## config.mk

```make
export PLATFORM = sky130hd
export DESIGN_NAME = lsu_mem_stage_flat
export DESIGN_NICKNAME = d
export VERILOG_FILES = /design/src/rtl/lsu_mem_stage_if.sv /design/src/rtl/lsu_mem_stage.sv /design/src/flat_wrapper.sv
export SDC_FILE = /design/constraint.sdc
export NUM_CORES = 1
export LEC_CHECK = 0
export BUFFER_PORTS_ARGS = -buffer_cell sky130_fd_sc_hd__buf_2
export CORE_ASPECT_RATIO = 0.75
export CORE_UTILIZATION = 40
export CTS_BUF_LIST = sky130_fd_sc_hd__clkbuf_4
export DETAILED_ROUTE_END_ITERATION = 6
export PLACE_DENSITY_LB_ADDON = 0.05
export SLEW_MARGIN = 20
export SYNTH_ARGS = -nofsm -noshare
export SYNTH_HDL_FRONTEND = slang
export SYNTH_SLANG_ARGS = --single-unit
```

## constraint.sdc

```tcl
create_clock -name i_clk -period 2.28 [get_ports i_clk]
set_input_delay 0.456 -clock i_clk [delete_from_list [all_inputs] [get_ports i_clk]]
set_output_delay 0.456 -clock i_clk [all_outputs]
set_load 0.005 [all_outputs]
```

## src/rtl/lsu_mem_stage_if.sv

```systemverilog
// Execute-to-memory stage bundle: upstream instruction, data-memory port and writeback outputs.
// o_misaligned exists only when LSU_MISALIGN_TRAP_EN is defined.
interface lsu_mem_stage_if;
    logic        i_valid;
    logic        i_mem_read;
    logic        i_mem_write;
    logic [2:0]  i_funct3;
    logic [31:0] i_addr;
    logic [31:0] i_store_data;
    logic [4:0]  i_rd;
    logic        o_stall;
    logic        o_dmem_req;
    logic        i_dmem_gnt;
    logic [31:0] o_dmem_addr;
    logic        o_dmem_we;
    logic [31:0] o_dmem_wdata;
    logic [3:0]  o_dmem_wmask;
    logic        i_dmem_rvalid;
    logic [31:0] i_dmem_rdata;
    logic        o_wb_valid;
    logic [31:0] o_wb_data;
    logic [4:0]  o_wb_rd;
`ifdef LSU_MISALIGN_TRAP_EN
    logic        o_misaligned;
`endif

    modport slave (
        input  i_valid, i_mem_read, i_mem_write, i_funct3, i_addr, i_store_data, i_rd,
        input  i_dmem_gnt, i_dmem_rvalid, i_dmem_rdata,
        output o_stall, o_dmem_req, o_dmem_addr, o_dmem_we, o_dmem_wdata, o_dmem_wmask,
`ifdef LSU_MISALIGN_TRAP_EN
        output o_misaligned,
`endif
        output o_wb_valid, o_wb_data, o_wb_rd
    );

    modport master (
        output i_valid, i_mem_read, i_mem_write, i_funct3, i_addr, i_store_data, i_rd,
        output i_dmem_gnt, i_dmem_rvalid, i_dmem_rdata,
        input  o_stall, o_dmem_req, o_dmem_addr, o_dmem_we, o_dmem_wdata, o_dmem_wmask,
`ifdef LSU_MISALIGN_TRAP_EN
        input  o_misaligned,
`endif
        input  o_wb_valid, o_wb_data, o_wb_rd
    );
endinterface

```

## src/rtl/lsu_mem_stage.sv

```systemverilog
// RV32I memory stage: pass-through or load/store over a req/gnt/rvalid port, registered writeback.
// Optional LSU_MISALIGN_TRAP_EN: misaligned half/word accesses trap instead of aligning down.
module lsu_mem_stage (
    input  logic           i_clk,
    input  logic           i_rst_n,
    lsu_mem_stage_if.slave bus
);
    typedef enum logic [1:0] {S_IDLE, S_REQ, S_WAIT} state_t;

    state_t      r_state, w_next;
    logic [31:0] r_addr, r_sdata;
    logic [2:0]  r_funct3;
    logic [4:0]  r_rd;
    logic        r_we;
    logic        r_wb_valid;
    logic [31:0] r_wb_data;
    logic [4:0]  r_wb_rd;

    logic        w_mem_op, w_fault, w_req, w_stall;
    logic        w_capture, w_pass, w_store_done, w_load_done;
    logic [3:0]  w_wmask;
    logic [31:0] w_wdata, w_ldata;
    logic [7:0]  w_lbyte;
    logic [15:0] w_lhalf;

    assign w_mem_op = bus.i_mem_read | bus.i_mem_write;

    // funct3[1:0] alone selects the size: 00 byte, 01 half, 1x word (covers the undefined codes)
`ifdef LSU_MISALIGN_TRAP_EN
    logic r_misaligned;
    assign w_fault = w_mem_op &
                     (((bus.i_funct3[1:0] == 2'b01) & bus.i_addr[0]) |
                      (bus.i_funct3[1] & (|bus.i_addr[1:0])));
`else
    assign w_fault = 1'b0;
`endif

    always_comb begin
        w_next       = r_state;
        w_req        = 1'b0;
        w_stall      = 1'b0;
        w_capture    = 1'b0;
        w_pass       = 1'b0;
        w_store_done = 1'b0;
        w_load_done  = 1'b0;
        case (r_state)
            S_IDLE: begin
                if (bus.i_valid && !w_mem_op) begin
                    w_pass = 1'b1;
                end else if (bus.i_valid && !w_fault) begin
                    w_capture = 1'b1;
                    w_stall   = 1'b1;
                    w_next    = S_REQ;
                end
            end
            S_REQ: begin
                w_req = 1'b1;
                if (bus.i_dmem_gnt && r_we) begin
                    w_store_done = 1'b1;
                    w_next       = S_IDLE;
                end else begin
                    w_stall = 1'b1;
                    if (bus.i_dmem_gnt) w_next = S_WAIT;
                end
            end
            S_WAIT: begin
                if (bus.i_dmem_rvalid) begin
                    w_load_done = 1'b1;
                    w_next      = S_IDLE;
                end else begin
                    w_stall = 1'b1;
                end
            end
            default: w_next = S_IDLE;
        endcase
    end

    always_ff @(posedge i_clk or negedge i_rst_n) begin
        if (!i_rst_n) r_state <= S_IDLE;
        else          r_state <= w_next;
    end

    always_ff @(posedge i_clk or negedge i_rst_n) begin
        if (!i_rst_n) begin
            r_addr   <= '0;
            r_sdata  <= '0;
            r_funct3 <= '0;
            r_rd     <= '0;
            r_we     <= 1'b0;
        end else if (w_capture) begin
            r_addr   <= bus.i_addr;
            r_sdata  <= bus.i_store_data;
            r_funct3 <= bus.i_funct3;
            r_rd     <= bus.i_rd;
            r_we     <= bus.i_mem_write;
        end
    end

    // Byte enables are gated by r_we so the port idles at all-zero after reset
    always_comb begin
        w_wmask = 4'b0000;
        w_wdata = r_sdata;
        case (r_funct3[1:0])
            2'b00: begin
                w_wmask = 4'b0001 << r_addr[1:0];
                w_wdata = {4{r_sdata[7:0]}};
            end
            2'b01: begin
                w_wmask = r_addr[1] ? 4'b1100 : 4'b0011;
                w_wdata = {2{r_sdata[15:0]}};
            end
            default: w_wmask = 4'b1111;
        endcase
        if (!r_we) w_wmask = 4'b0000;
    end

    assign w_lbyte = bus.i_dmem_rdata[{r_addr[1:0], 3'b000} +: 8];
    assign w_lhalf = bus.i_dmem_rdata[{r_addr[1], 4'b0000} +: 16];

    always_comb begin
        case (r_funct3[1:0])
            2'b00:   w_ldata = {{24{~r_funct3[2] & w_lbyte[7]}}, w_lbyte};
            2'b01:   w_ldata = {{16{~r_funct3[2] & w_lhalf[15]}}, w_lhalf};
            default: w_ldata = bus.i_dmem_rdata;
        endcase
    end

    always_ff @(posedge i_clk or negedge i_rst_n) begin
        if (!i_rst_n) begin
            r_wb_valid <= 1'b0;
            r_wb_data  <= '0;
            r_wb_rd    <= '0;
        end else begin
            r_wb_valid <= w_pass | w_store_done | w_load_done;
            if (w_pass) begin
                r_wb_data <= bus.i_addr;
                r_wb_rd   <= bus.i_rd;
            end else if (w_store_done) begin
                r_wb_rd   <= '0;
            end else if (w_load_done) begin
                r_wb_data <= w_ldata;
                r_wb_rd   <= r_rd;
            end
        end
    end

`ifdef LSU_MISALIGN_TRAP_EN
    always_ff @(posedge i_clk or negedge i_rst_n) begin
        if (!i_rst_n) r_misaligned <= 1'b0;
        else          r_misaligned <= (r_state == S_IDLE) & bus.i_valid & w_fault;
    end
    assign bus.o_misaligned = r_misaligned;
`endif

    // Stall is masked during reset so every output reads 0 while i_rst_n is low
    assign bus.o_stall      = w_stall & i_rst_n;
    assign bus.o_dmem_req   = w_req;
    assign bus.o_dmem_addr  = {r_addr[31:2], 2'b00};
    assign bus.o_dmem_we    = r_we;
    assign bus.o_dmem_wdata = w_wdata;
    assign bus.o_dmem_wmask = w_wmask;
    assign bus.o_wb_valid   = r_wb_valid;
    assign bus.o_wb_data    = r_wb_data;
    assign bus.o_wb_rd      = r_wb_rd;
endmodule

```

## src/flat_wrapper.sv

```systemverilog
// flat-port wrapper written by rule: the top's interface ports become plain ports
module lsu_mem_stage_flat 
  (i_clk, i_rst_n, bus_i_valid, bus_i_mem_read, bus_i_mem_write, bus_i_funct3, bus_i_addr, bus_i_store_data, bus_i_rd, bus_i_dmem_gnt, bus_i_dmem_rvalid, bus_i_dmem_rdata, bus_o_stall, bus_o_dmem_req, bus_o_dmem_addr, bus_o_dmem_we, bus_o_dmem_wdata, bus_o_dmem_wmask, bus_o_wb_valid, bus_o_wb_data, bus_o_wb_rd);
  lsu_mem_stage_if bus_i ();
  input  logic i_clk;
  input  logic i_rst_n;
  input wire logic [$bits(bus_i.i_valid)-1:0] bus_i_valid;
  input wire logic [$bits(bus_i.i_mem_read)-1:0] bus_i_mem_read;
  input wire logic [$bits(bus_i.i_mem_write)-1:0] bus_i_mem_write;
  input wire logic [$bits(bus_i.i_funct3)-1:0] bus_i_funct3;
  input wire logic [$bits(bus_i.i_addr)-1:0] bus_i_addr;
  input wire logic [$bits(bus_i.i_store_data)-1:0] bus_i_store_data;
  input wire logic [$bits(bus_i.i_rd)-1:0] bus_i_rd;
  input wire logic [$bits(bus_i.i_dmem_gnt)-1:0] bus_i_dmem_gnt;
  input wire logic [$bits(bus_i.i_dmem_rvalid)-1:0] bus_i_dmem_rvalid;
  input wire logic [$bits(bus_i.i_dmem_rdata)-1:0] bus_i_dmem_rdata;
  output wire logic [$bits(bus_i.o_stall)-1:0] bus_o_stall;
  output wire logic [$bits(bus_i.o_dmem_req)-1:0] bus_o_dmem_req;
  output wire logic [$bits(bus_i.o_dmem_addr)-1:0] bus_o_dmem_addr;
  output wire logic [$bits(bus_i.o_dmem_we)-1:0] bus_o_dmem_we;
  output wire logic [$bits(bus_i.o_dmem_wdata)-1:0] bus_o_dmem_wdata;
  output wire logic [$bits(bus_i.o_dmem_wmask)-1:0] bus_o_dmem_wmask;
  output wire logic [$bits(bus_i.o_wb_valid)-1:0] bus_o_wb_valid;
  output wire logic [$bits(bus_i.o_wb_data)-1:0] bus_o_wb_data;
  output wire logic [$bits(bus_i.o_wb_rd)-1:0] bus_o_wb_rd;
  assign bus_i.i_valid = bus_i_valid;
  assign bus_i.i_mem_read = bus_i_mem_read;
  assign bus_i.i_mem_write = bus_i_mem_write;
  assign bus_i.i_funct3 = bus_i_funct3;
  assign bus_i.i_addr = bus_i_addr;
  assign bus_i.i_store_data = bus_i_store_data;
  assign bus_i.i_rd = bus_i_rd;
  assign bus_i.i_dmem_gnt = bus_i_dmem_gnt;
  assign bus_i.i_dmem_rvalid = bus_i_dmem_rvalid;
  assign bus_i.i_dmem_rdata = bus_i_dmem_rdata;
  assign bus_o_stall = bus_i.o_stall;
  assign bus_o_dmem_req = bus_i.o_dmem_req;
  assign bus_o_dmem_addr = bus_i.o_dmem_addr;
  assign bus_o_dmem_we = bus_i.o_dmem_we;
  assign bus_o_dmem_wdata = bus_i.o_dmem_wdata;
  assign bus_o_dmem_wmask = bus_i.o_dmem_wmask;
  assign bus_o_wb_valid = bus_i.o_wb_valid;
  assign bus_o_wb_data = bus_i.o_wb_data;
  assign bus_o_wb_rd = bus_i.o_wb_rd;
  lsu_mem_stage u_core (.i_clk(i_clk), .i_rst_n(i_rst_n), .bus(bus_i));
endmodule
```

; ---- Yosys cells after proc, flatten, opt, wreduce, memory -nomap -nowiden
; Index checks and enable logic that the tools add are counted.
[classes]
n_eq_ne = 8
n_mux = 30
n_reduce_logical = 9
shift = 3
bitwise = 7
[op_table]
columns = operator, n
row1 = 32-bit one-hot mux with 2 select lines, 2
row2 = 32-bit two-way mux, 3
row3 = 32-bit by 6-bit indexed part select with 16-bit output, 1
row4 = 32-bit by 6-bit indexed part select with 8-bit output, 1
row5 = 5-bit two-way mux, 3
row6 = 1-bit two-way mux, 12
row7 = 2-bit two-way mux, 5
row8 = 4-bit two-way mux, 2
row9 = 4-bit one-hot mux with 2 select lines, 1
row10 = "2-bit != test, second input constant", 3
row11 = 2-bit one-hot mux with 3 select lines, 1
row12 = "2-bit by 1-bit == test with 1-bit output, second input constant", 2
row13 = 2-bit logical NOT, 2
row14 = 4-bit AND reduction, 1
row15 = "1-bit by 2-bit left shift with 4-bit output, first input constant", 1
row16 = 1-bit AND, 3
row17 = "3-bit by 2-bit != test with 1-bit output, second input constant", 1
row18 = 1-bit bitwise OR, 3
row19 = 1-bit one-hot mux with 3 select lines, 1
row20 = 3-bit nonzero test, 1
row21 = "2-bit == test, second input constant", 1
row22 = 1-bit logical AND, 2
row23 = "2-bit by 1-bit != test with 1-bit output, second input constant", 1
row24 = 2-bit AND reduction, 1
row25 = 3 further kinds, 3
[word_totals]
elab_cells = 66
output_inout_bits = 109
inputBits = 111
regBits = 113

; ---- Logic depth before layout (Yosys ltp)
; Gate-level depths: netlist of the first run.
[depth]
ltp_word = 7
depth_mapped = 7

; ---- Least setup slack after synthesis of the first run
; OpenSTA, ideal clock, no wires.
[synth_path]
path_type = reg-to-output
startpoint = register u_core.r_state[0]
endpoint = output port bus_o_stall
path_slack_ns = 0.296
t_arrival_ns = 1.528
t_required_ns = 1.824
stages_incl_launch_ff = 8
n_path_buf = 4
path_cell_list = dfrtp_1 > clkbuf_1 > or3_1 > clkbuf_1 > buf_6 > buf_6 > a21oi_1 > o21a_1
[synth_between]
elab_chain_cells = 3
word_cells_on_any_way = 5
cone_classes = eq/ne (2) / mux (1) / bitwise (1) / reduce/logical (1)
[synth_lines]
columns = element, line
row1 = "start, declared", lsu_mem_stage.sv:10  ; state_t r_state, w_next;
row2 = "start signal, assigned", lsu_mem_stage.sv:80  ; else r_state <= w_next;
row3 = "2-bit == test, or another cell as far along", lsu_mem_stage.sv:46  ; case (r_state)
row4 = 1-bit one-hot mux with 3 select lines *, lsu_mem_stage.sv:46
row5 = 1-bit AND *, lsu_mem_stage.sv:156  ; assign bus.o_stall = w_stall & i_rst_n;
row6 = "end, declared", flat_wrapper.sv:17  ; output wire logic [$bits(bus_i.o_stall)-1:0] bus_o_stall;
; Mark *: on every way between the ends. The rest lies on a longest branch, timed or not.

; ---- Final worst setup path of the first run
[layout_path]
startpoint = register u_core.r_state[1]
endpoint = output port bus_o_stall
; The elaborated chain is that of the path after synthesis.

==> results.sh, run 1 <==
export IMPL_status="complete, no violations"
export IMPL_final_cell_mix="208 x buf_2, 109 x dfrtp_1, 45 x mux2_4"
export IMPL_worstPathMaxFanout=4
export IMPL_clkPwrFrac_pct=17.1
export IMPL_switching_share_pct=35.7
export IMPL_via_per_inst=5.08
export IMPL_synth_area_um2=6010
export IMPL_syn_avg_cell_area_um2=11.3
export IMPL_synth_edf_count=0
export IMPL_vias=4755
export IMPL_p_leak_uw=0.00375
export IMPL_critical_path_class="reg -> out"
export IMPL_ioPinCount=220
export IMPL_rows=38
export IMPL_power_density_nw_per_um2=1420
export IMPL_ant_nets=0
export IMPL_crit_buf_inv=1
export IMPL_grtUsageTotal_pct=23.2
export IMPL_fin_worst_skew_ns=0.0229
export IMPL_maxCapViolCount=0
export IMPL_first_pass_iters=4
export IMPL_grt_pass1_vias=4806
export IMPL_timing_fmax_mhz=440
export IMPL_p_int_uw=6990
export IMPL_fp_dieArea_um2=15500
export IMPL_r2r_end="u_core.bus.o_wb_data[4]"
export IMPL_ys_warn_count=0
export IMPL_ir_worst_vdd_v=0.000618
export IMPL_die_w_um=144
export IMPL_p_switching_uw=3870
export IMPL_worst_pin_slew_ns=0.738
export IMPL_place_congestion=0.836
export IMPL_critical_path_arrival_ns=1.82
export IMPL_syn2layout_area_growth_pct=27.6
export IMPL_reg2reg_depth=6
export IMPL_cts_max_level=4
export IMPL_end_kind="output pin"
export IMPL_crit_path_cell_trace="nand2b_4 -> or3_4 -> a21oi_2 -> o21a_1 -> buf_2"
export IMPL_grt_ovfl_total=0
export IMPL_fin_util_pct=52.7
export IMPL_synth_seq_cells=113
export IMPL_combinationalPowerShare_pct=48.8
export IMPL_drt_wl_total_mm=17.4
export IMPL_drt_iter0_markers=278
export IMPL_critPathRequiredTime_ns=1.82
export IMPL_setup_violations=0
export IMPL_hold_viol_final=0
export IMPL_relSlewSlack_pct=50.3
export IMPL_final_common_cell="buf_2"
export IMPL_grt_max_degree=114
export IMPL_drc_errors=0
export IMPL_synth_ff_type="dfrtp_1"
export IMPL_crit_path_max_incr_delay_ns=0.43
export IMPL_r2r_start="u_core.r_funct3[1]"
export IMPL_holdCritPathClass="in -> async"
export IMPL_nets=833
export IMPL_totalPowerFinal_uw=10900
export IMPL_drive_gt1_share_pct=54.1
export IMPL_synth_cells=530
export IMPL_antenna_found_initial=0
export IMPL_cp_top_family="simple AND/OR/NAND/NOR gates"
export IMPL_cts_sink_count=113
export IMPL_dp_hpwl_mm=12.7
export IMPL_fp_dieH_um=108
export IMPL_cts_buffers=17
export IMPL_n_fill_cell=1357
export IMPL_finalMaxSlewViolations=0
export IMPL_grt_setup_unrepaired="yes"
export IMPL_synthArstFlopShare_pct=100
export IMPL_wl_per_cell_um=18.6
export IMPL_cts_hold_buffers=0
export IMPL_initial_core_util_pct=41.3
export IMPL_clockBufferDepth=2
export IMPL_path_clk_slew_ns=0.11
export IMPL_io_buffers=217
export IMPL_cts_root_buf="clkbuf_4"
export IMPL_pwr_share_seq_pct=34.1
export IMPL_core_um2=14500
export IMPL_clkLatencyLatePin_ns=0.53
export IMPL_crit_cells=5
export IMPL_cts_tree="done"
export IMPL_grt_pass1_wl_mm=26.5
export IMPL_synth_seq_area_share_pct=47.1
export IMPL_finalWorstPathRequiredPeriod_ns=2.27
export IMPL_synthDistinctLibCells=38
export IMPL_critPathSlowestCell="dfrtp_2"
export IMPL_rrSetupSlack_ns=0.40
export IMPL_min_period_over_period_pct=99.7
export IMPL_critPathLaunchType="flip-flop"
==> per-stage QoR <==
step | setup TNS (ns) | hold slack, ns | instance area (um^2) | setup slack, ns | cells
global placement | 0 | 0.481 | 7070 | 0.416 | 892
finish | 0 | 0.0946 | 7670 | 0.00770 | 936
floorplan | 0 | 0.160 | 6010 | 0.296 | 531
CTS | -0.0888 | 0.0869 | 7520 | -0.0888 | 931
global route | -0.200 | 0.0850 | 7670 | -0.0786 | 935
detailed placement | 0 | 0.487 | 7070 | 0.403 | 892
==> area by class of cell <==
class	count	area (um^2)	share of cell area (%)
multi-input cells	333	2740	35.7
repair buffers	249	1450	18.9
diodes	1	2.50	0.0326
flip-flops and latches	113	2830	36.9
clock inverters	15	233	3.03
well taps	200	250	3.26
inverters	8	33.8	0.441
clock buffers	17	128	1.66
==> registers in the layout, summed over array words and instances, names as in the netlist <==
signal                 count
u_core.r_sdata            32
u_core.r_addr             32
u_core.r_funct3            3
u_core.r_state             2
u_core.bus.o_wb_data      32
u_core.bus.o_wb_rd         5
u_core.bus.o_dmem_we       1
u_core.r_rd                5
u_core.bus.o_wb_valid      1
==> cell families (layout without fill, tap and decap cells) <==
group | count (synthesis) | count (layout) | share of synthesized area (%)
compound gates | 100 | 100 | 12.5
buf+inv | 85 | 289 | 8.89
simple gates | 123 | 123 | 9.08
mux | 108 | 108 | 22.4
flops | 113 | 113 | 47.1
other cells | 1 | 3 | 0.0624
==> per-layer routing <==
metal,track usage (%),part of all wire (%),vias to the layer above
li1,-,-,2233
met3,7.35,8.1,15
met5,0,0,-
met4,6.08,0.95,0
met2,33.9,44,160
met1,32.9,47,2347
==> how the worst max path moves through the flow <==
stage                       end  slack, ns               from
global route        bus_o_stall      -0.08  u_core.r_state[1]
finish              bus_o_stall      0.008  u_core.r_state[1]
detailed placement  bus_o_stall       0.40    bus_i_mem_write
floorplan           bus_o_stall       0.30  u_core.r_state[0]
global placement    bus_o_stall       0.42    bus_i_mem_write
CTS                 bus_o_stall      -0.09  u_core.r_state[1]
==> what timing repair did <==
item | CTS | global route
pin swaps | 1 | 1
setup buffers | 7 | 4
setup endpoints to repair | 24 | 15
resized for setup | 11 | 26
==> cells in the mapped netlist, types with 3 or more instances <==
cell       number  area share, %
o22ai_1         4           0.42
mux2i_1        18            3.0
o22a_1          3           0.44
nor2b_1        10            1.0
a21oi_1        17            1.4
a22o_1          5           0.73
buf_6           6            1.1
nand2_1        39            2.4
a22oi_1         8            1.0
nor3_1         26            2.2
a21o_1          3           0.37
dfrtp_1       113             47
inv_1           8           0.50
a32oi_1         4           0.58
nor2_1         38            2.4
a211oi_1       15            1.9
nand2b_1        5           0.52
o211ai_1        5           0.62
buf_4          41            5.1
buf_1           4           0.25
o21ai_0        15            1.2
a2111oi_0       5           0.73
o21a_1          3           0.37
buf_2          13            1.1
a211oi_2       10            2.1
mux2_4         37            9.2
clkbuf_1       13           0.81
mux2_2         52            9.7
==> power groups by stage <==
stage / registers [uW] / logic, uW / clock network [uW]
6_report: 3700 / 5310 / 1860
5_1_grt: 3820 / 5790 / 2020
4_1_cts: 3690 / 5020 / 1910
3_5_place_dp: 3760 / 4820 / 0
3_3_place_gp: 3700 / 4760 / 0
2_1_floorplan: 3550 / 3430 / 0
Note: power is estimated with default switching activity, not from simulation.
==> run 2: changes to the inputs <==
--- a/config.mk
+++ b/config.mk
@@ -10,8 +10,9 @@
 export CORE_UTILIZATION = 40
 export CTS_BUF_LIST = sky130_fd_sc_hd__clkbuf_4
 export DETAILED_ROUTE_END_ITERATION = 6
-export PLACE_DENSITY_LB_ADDON = 0.05
+export PLACE_DENSITY = 0.78
 export SLEW_MARGIN = 20
 export SYNTH_ARGS = -nofsm -noshare
 export SYNTH_HDL_FRONTEND = slang
 export SYNTH_SLANG_ARGS = --single-unit
+export TNS_END_PERCENT = 1
==> results.sh, run 2 (synthesis results as in run 1) <==
export IMPL_violations="negative setup slack"
export IMPL_timing_fmax_mhz=436
export IMPL_wl_per_cell_um=18.3
export IMPL_reg2reg_depth=5
export IMPL_n_fill_cell=1332
export IMPL_vias=4797
export IMPL_fin_ws_ns=-0.0136
export IMPL_worst_pin_slew_ns=0.626
export IMPL_switching_share_pct=36.7
export IMPL_drc_errors=0
export IMPL_critical_path_class="reg -> out"
export IMPL_cts_root_buf="clkbuf_4"
export IMPL_status="finished with violations"
export IMPL_power_density_nw_per_um2=1370
export IMPL_r2r_start="u_core.r_funct3[0]"
export IMPL_pwr_share_seq_pct=37.1
export IMPL_place_ws_ns=0.383
export IMPL_grtUsageTotal_pct=22.4
export IMPL_r2r_end="u_core.bus.o_wb_data[5]"
export IMPL_drt_iter0_markers=213
export IMPL_critPathSlowestCell="dfrtp_1"
export IMPL_cts_buffers=17
export IMPL_combinationalPowerShare_pct=47.0
export IMPL_place_congestion=0.821
export IMPL_rrSetupSlack_ns=0.46
export IMPL_hold_ws_ns=0.0590
export IMPL_clkLatencyLatePin_ns=0.52
export IMPL_path_clk_slew_ns=0.12
export IMPL_drive_gt1_share_pct=52.7
export IMPL_clkPwrFrac_pct=15.9
export IMPL_maxCapViolCount=0
export IMPL_setup_violations=1
export IMPL_io_buffers=217
export IMPL_final_cell_mix="216 x buf_2, 109 x dfrtp_1, 51 x mux2_2"
export IMPL_drt_wl_total_mm=16.9
export IMPL_critical_path_arrival_ns=1.84
export IMPL_grt_ovfl_total=0
export IMPL_core_um2=14500
export IMPL_grt_max_degree=114
export IMPL_end_kind="output pin"
export IMPL_hold_viol_final=0
export IMPL_worstPathMaxFanout=5
export IMPL_critPathRequiredTime_ns=1.82
export IMPL_first_pass_iters=5
export IMPL_ioPinCount=220
export IMPL_post_place_cells=891
export IMPL_fp_dieH_um=108
export IMPL_min_period_over_period_pct=101
export IMPL_cts_tree="done"
export IMPL_p_leak_uw=0.00363
export IMPL_syn2layout_area_growth_pct=23.1
export IMPL_cts_sink_count=113
export IMPL_relSlewSlack_pct=57.8
export IMPL_crit_path_cell_trace="nand2b_1 -> or3_4 -> a21oi_1 -> o21a_1 -> buf_2"
export IMPL_ir_worst_vdd_v=0.000598
export IMPL_grt_pass1_wl_mm=25.5
export IMPL_initial_core_util_pct=41.3
export IMPL_crit_path_max_incr_delay_ns=0.40
export IMPL_finalMaxSlewViolations=0
export IMPL_via_per_inst=5.17
export IMPL_holdCritPathClass="in -> async"
export IMPL_cts_hold_buffers=0
export IMPL_dp_hpwl_mm=12.2
export IMPL_finalWorstPathRequiredPeriod_ns=2.29
export IMPL_fp_dieArea_um2=15500
export IMPL_cts_max_level=4
export IMPL_p_switching_uw=3710
export IMPL_rows=38
export IMPL_stdcell_count=928
export IMPL_antenna_found_initial=4
export IMPL_cp_top_family="simple AND/OR/NAND/NOR gates"
export IMPL_grt_setup_unrepaired="yes"
export IMPL_clockBufferDepth=2
export IMPL_nets=823
export IMPL_fin_worst_skew_ns=0.0106
export IMPL_crit_buf_inv=1
export IMPL_die_w_um=144
export IMPL_ant_nets=0
export IMPL_final_common_cell="buf_2"
export IMPL_p_int_uw=6400
export IMPL_fin_tns_setup_ns=-0.0136
export IMPL_totalPowerFinal_uw=10100
export IMPL_critPathLaunchType="flip-flop"
export IMPL_grt_pass1_vias=4574
==> run 2: cell count changes in the layout (fill, tap and decap cells not counted), moves of 3 or more <==
| cell | previous run | this run |
|---|---|---|
| buf_4 | 24 | 17 |
| buf_6 | 12 | 3 |
| mux2_4 | 45 | 38 |
| mux2_2 | 44 | 51 |
| a21oi_1 | 13 | 17 |
| clkinvlp_4 | 5 | 2 |
| clkinv_2 | 0 | 5 |
| buf_2 | 208 | 216 |
| a21oi_2 | 4 | 0 |
==> run 2: metal layers <==
metal | part of all wire (%) | track usage, %
met1 | 46 | 31.2
met2 | 46 | 33.9
met3 | 6.0 | 4.83
met4 | 2.0 | 9.19
met5 | 0.047 | 0
==> run 2: worst max-delay path by stage <==
stage	from	to	slack, ns	cells past startpoint
finish	u_core.r_state[1]	bus_o_stall	-0.01	5
global route	u_core.r_state[1]	bus_o_stall	-0.11	5
CTS	u_core.r_state[1]	bus_o_stall	-0.05	5
detailed placement	u_core.r_addr[1]	u_core.bus.o_wb_data[22]	0.38	4
global placement	bus_i_mem_write	bus_o_stall	0.40	6
floorplan	u_core.r_state[0]	bus_o_stall	0.30	7
==> run 2: what timing repair did <==
| item | CTS | global route |
|---|---|---|
| buffers inserted | 2 | 0 |
| endpoints found under the setup margin | 21 | 16 |
| gates resized for setup | 5 | 5 |
| pin swaps | 1 | 0 |
==> run 2: area by class of cell <==
cell class / instances / area (um^2) / area share (%)
diodes: 3 / 7.51 / 0.101
clock inverters: 14 / 165 / 2.23
repair buffers: 239 / 1300 / 17.6
clock buffers: 18 / 135 / 1.83
flip-flops and latches: 113 / 2830 / 38.3
well taps: 200 / 250 / 3.38
multi-input cells: 333 / 2670 / 36.1
inverters: 8 / 30.0 / 0.406
==> run 2: through the flow <==
| stage | util [%] | area (um^2) |
|---|---|---|
| after global placement | 48.4 | 7050 |
| final | 50.8 | 7400 |
| after CTS | 50.7 | 7380 |
| after floorplan | - | 6010 |
| after detailed placement | 48.4 | 7050 |
| after global routing | 50.8 | 7390 |
==> run 2: power by group through the flow <==
stage	clock network (uW)	logic, uW	registers (uW)
global route	1740	5160	3880
global placement	0	4580	3740
floorplan	0	3430	3550
finish	1610	4750	3750
detailed placement	0	4670	3770
CTS	1660	4750	3730
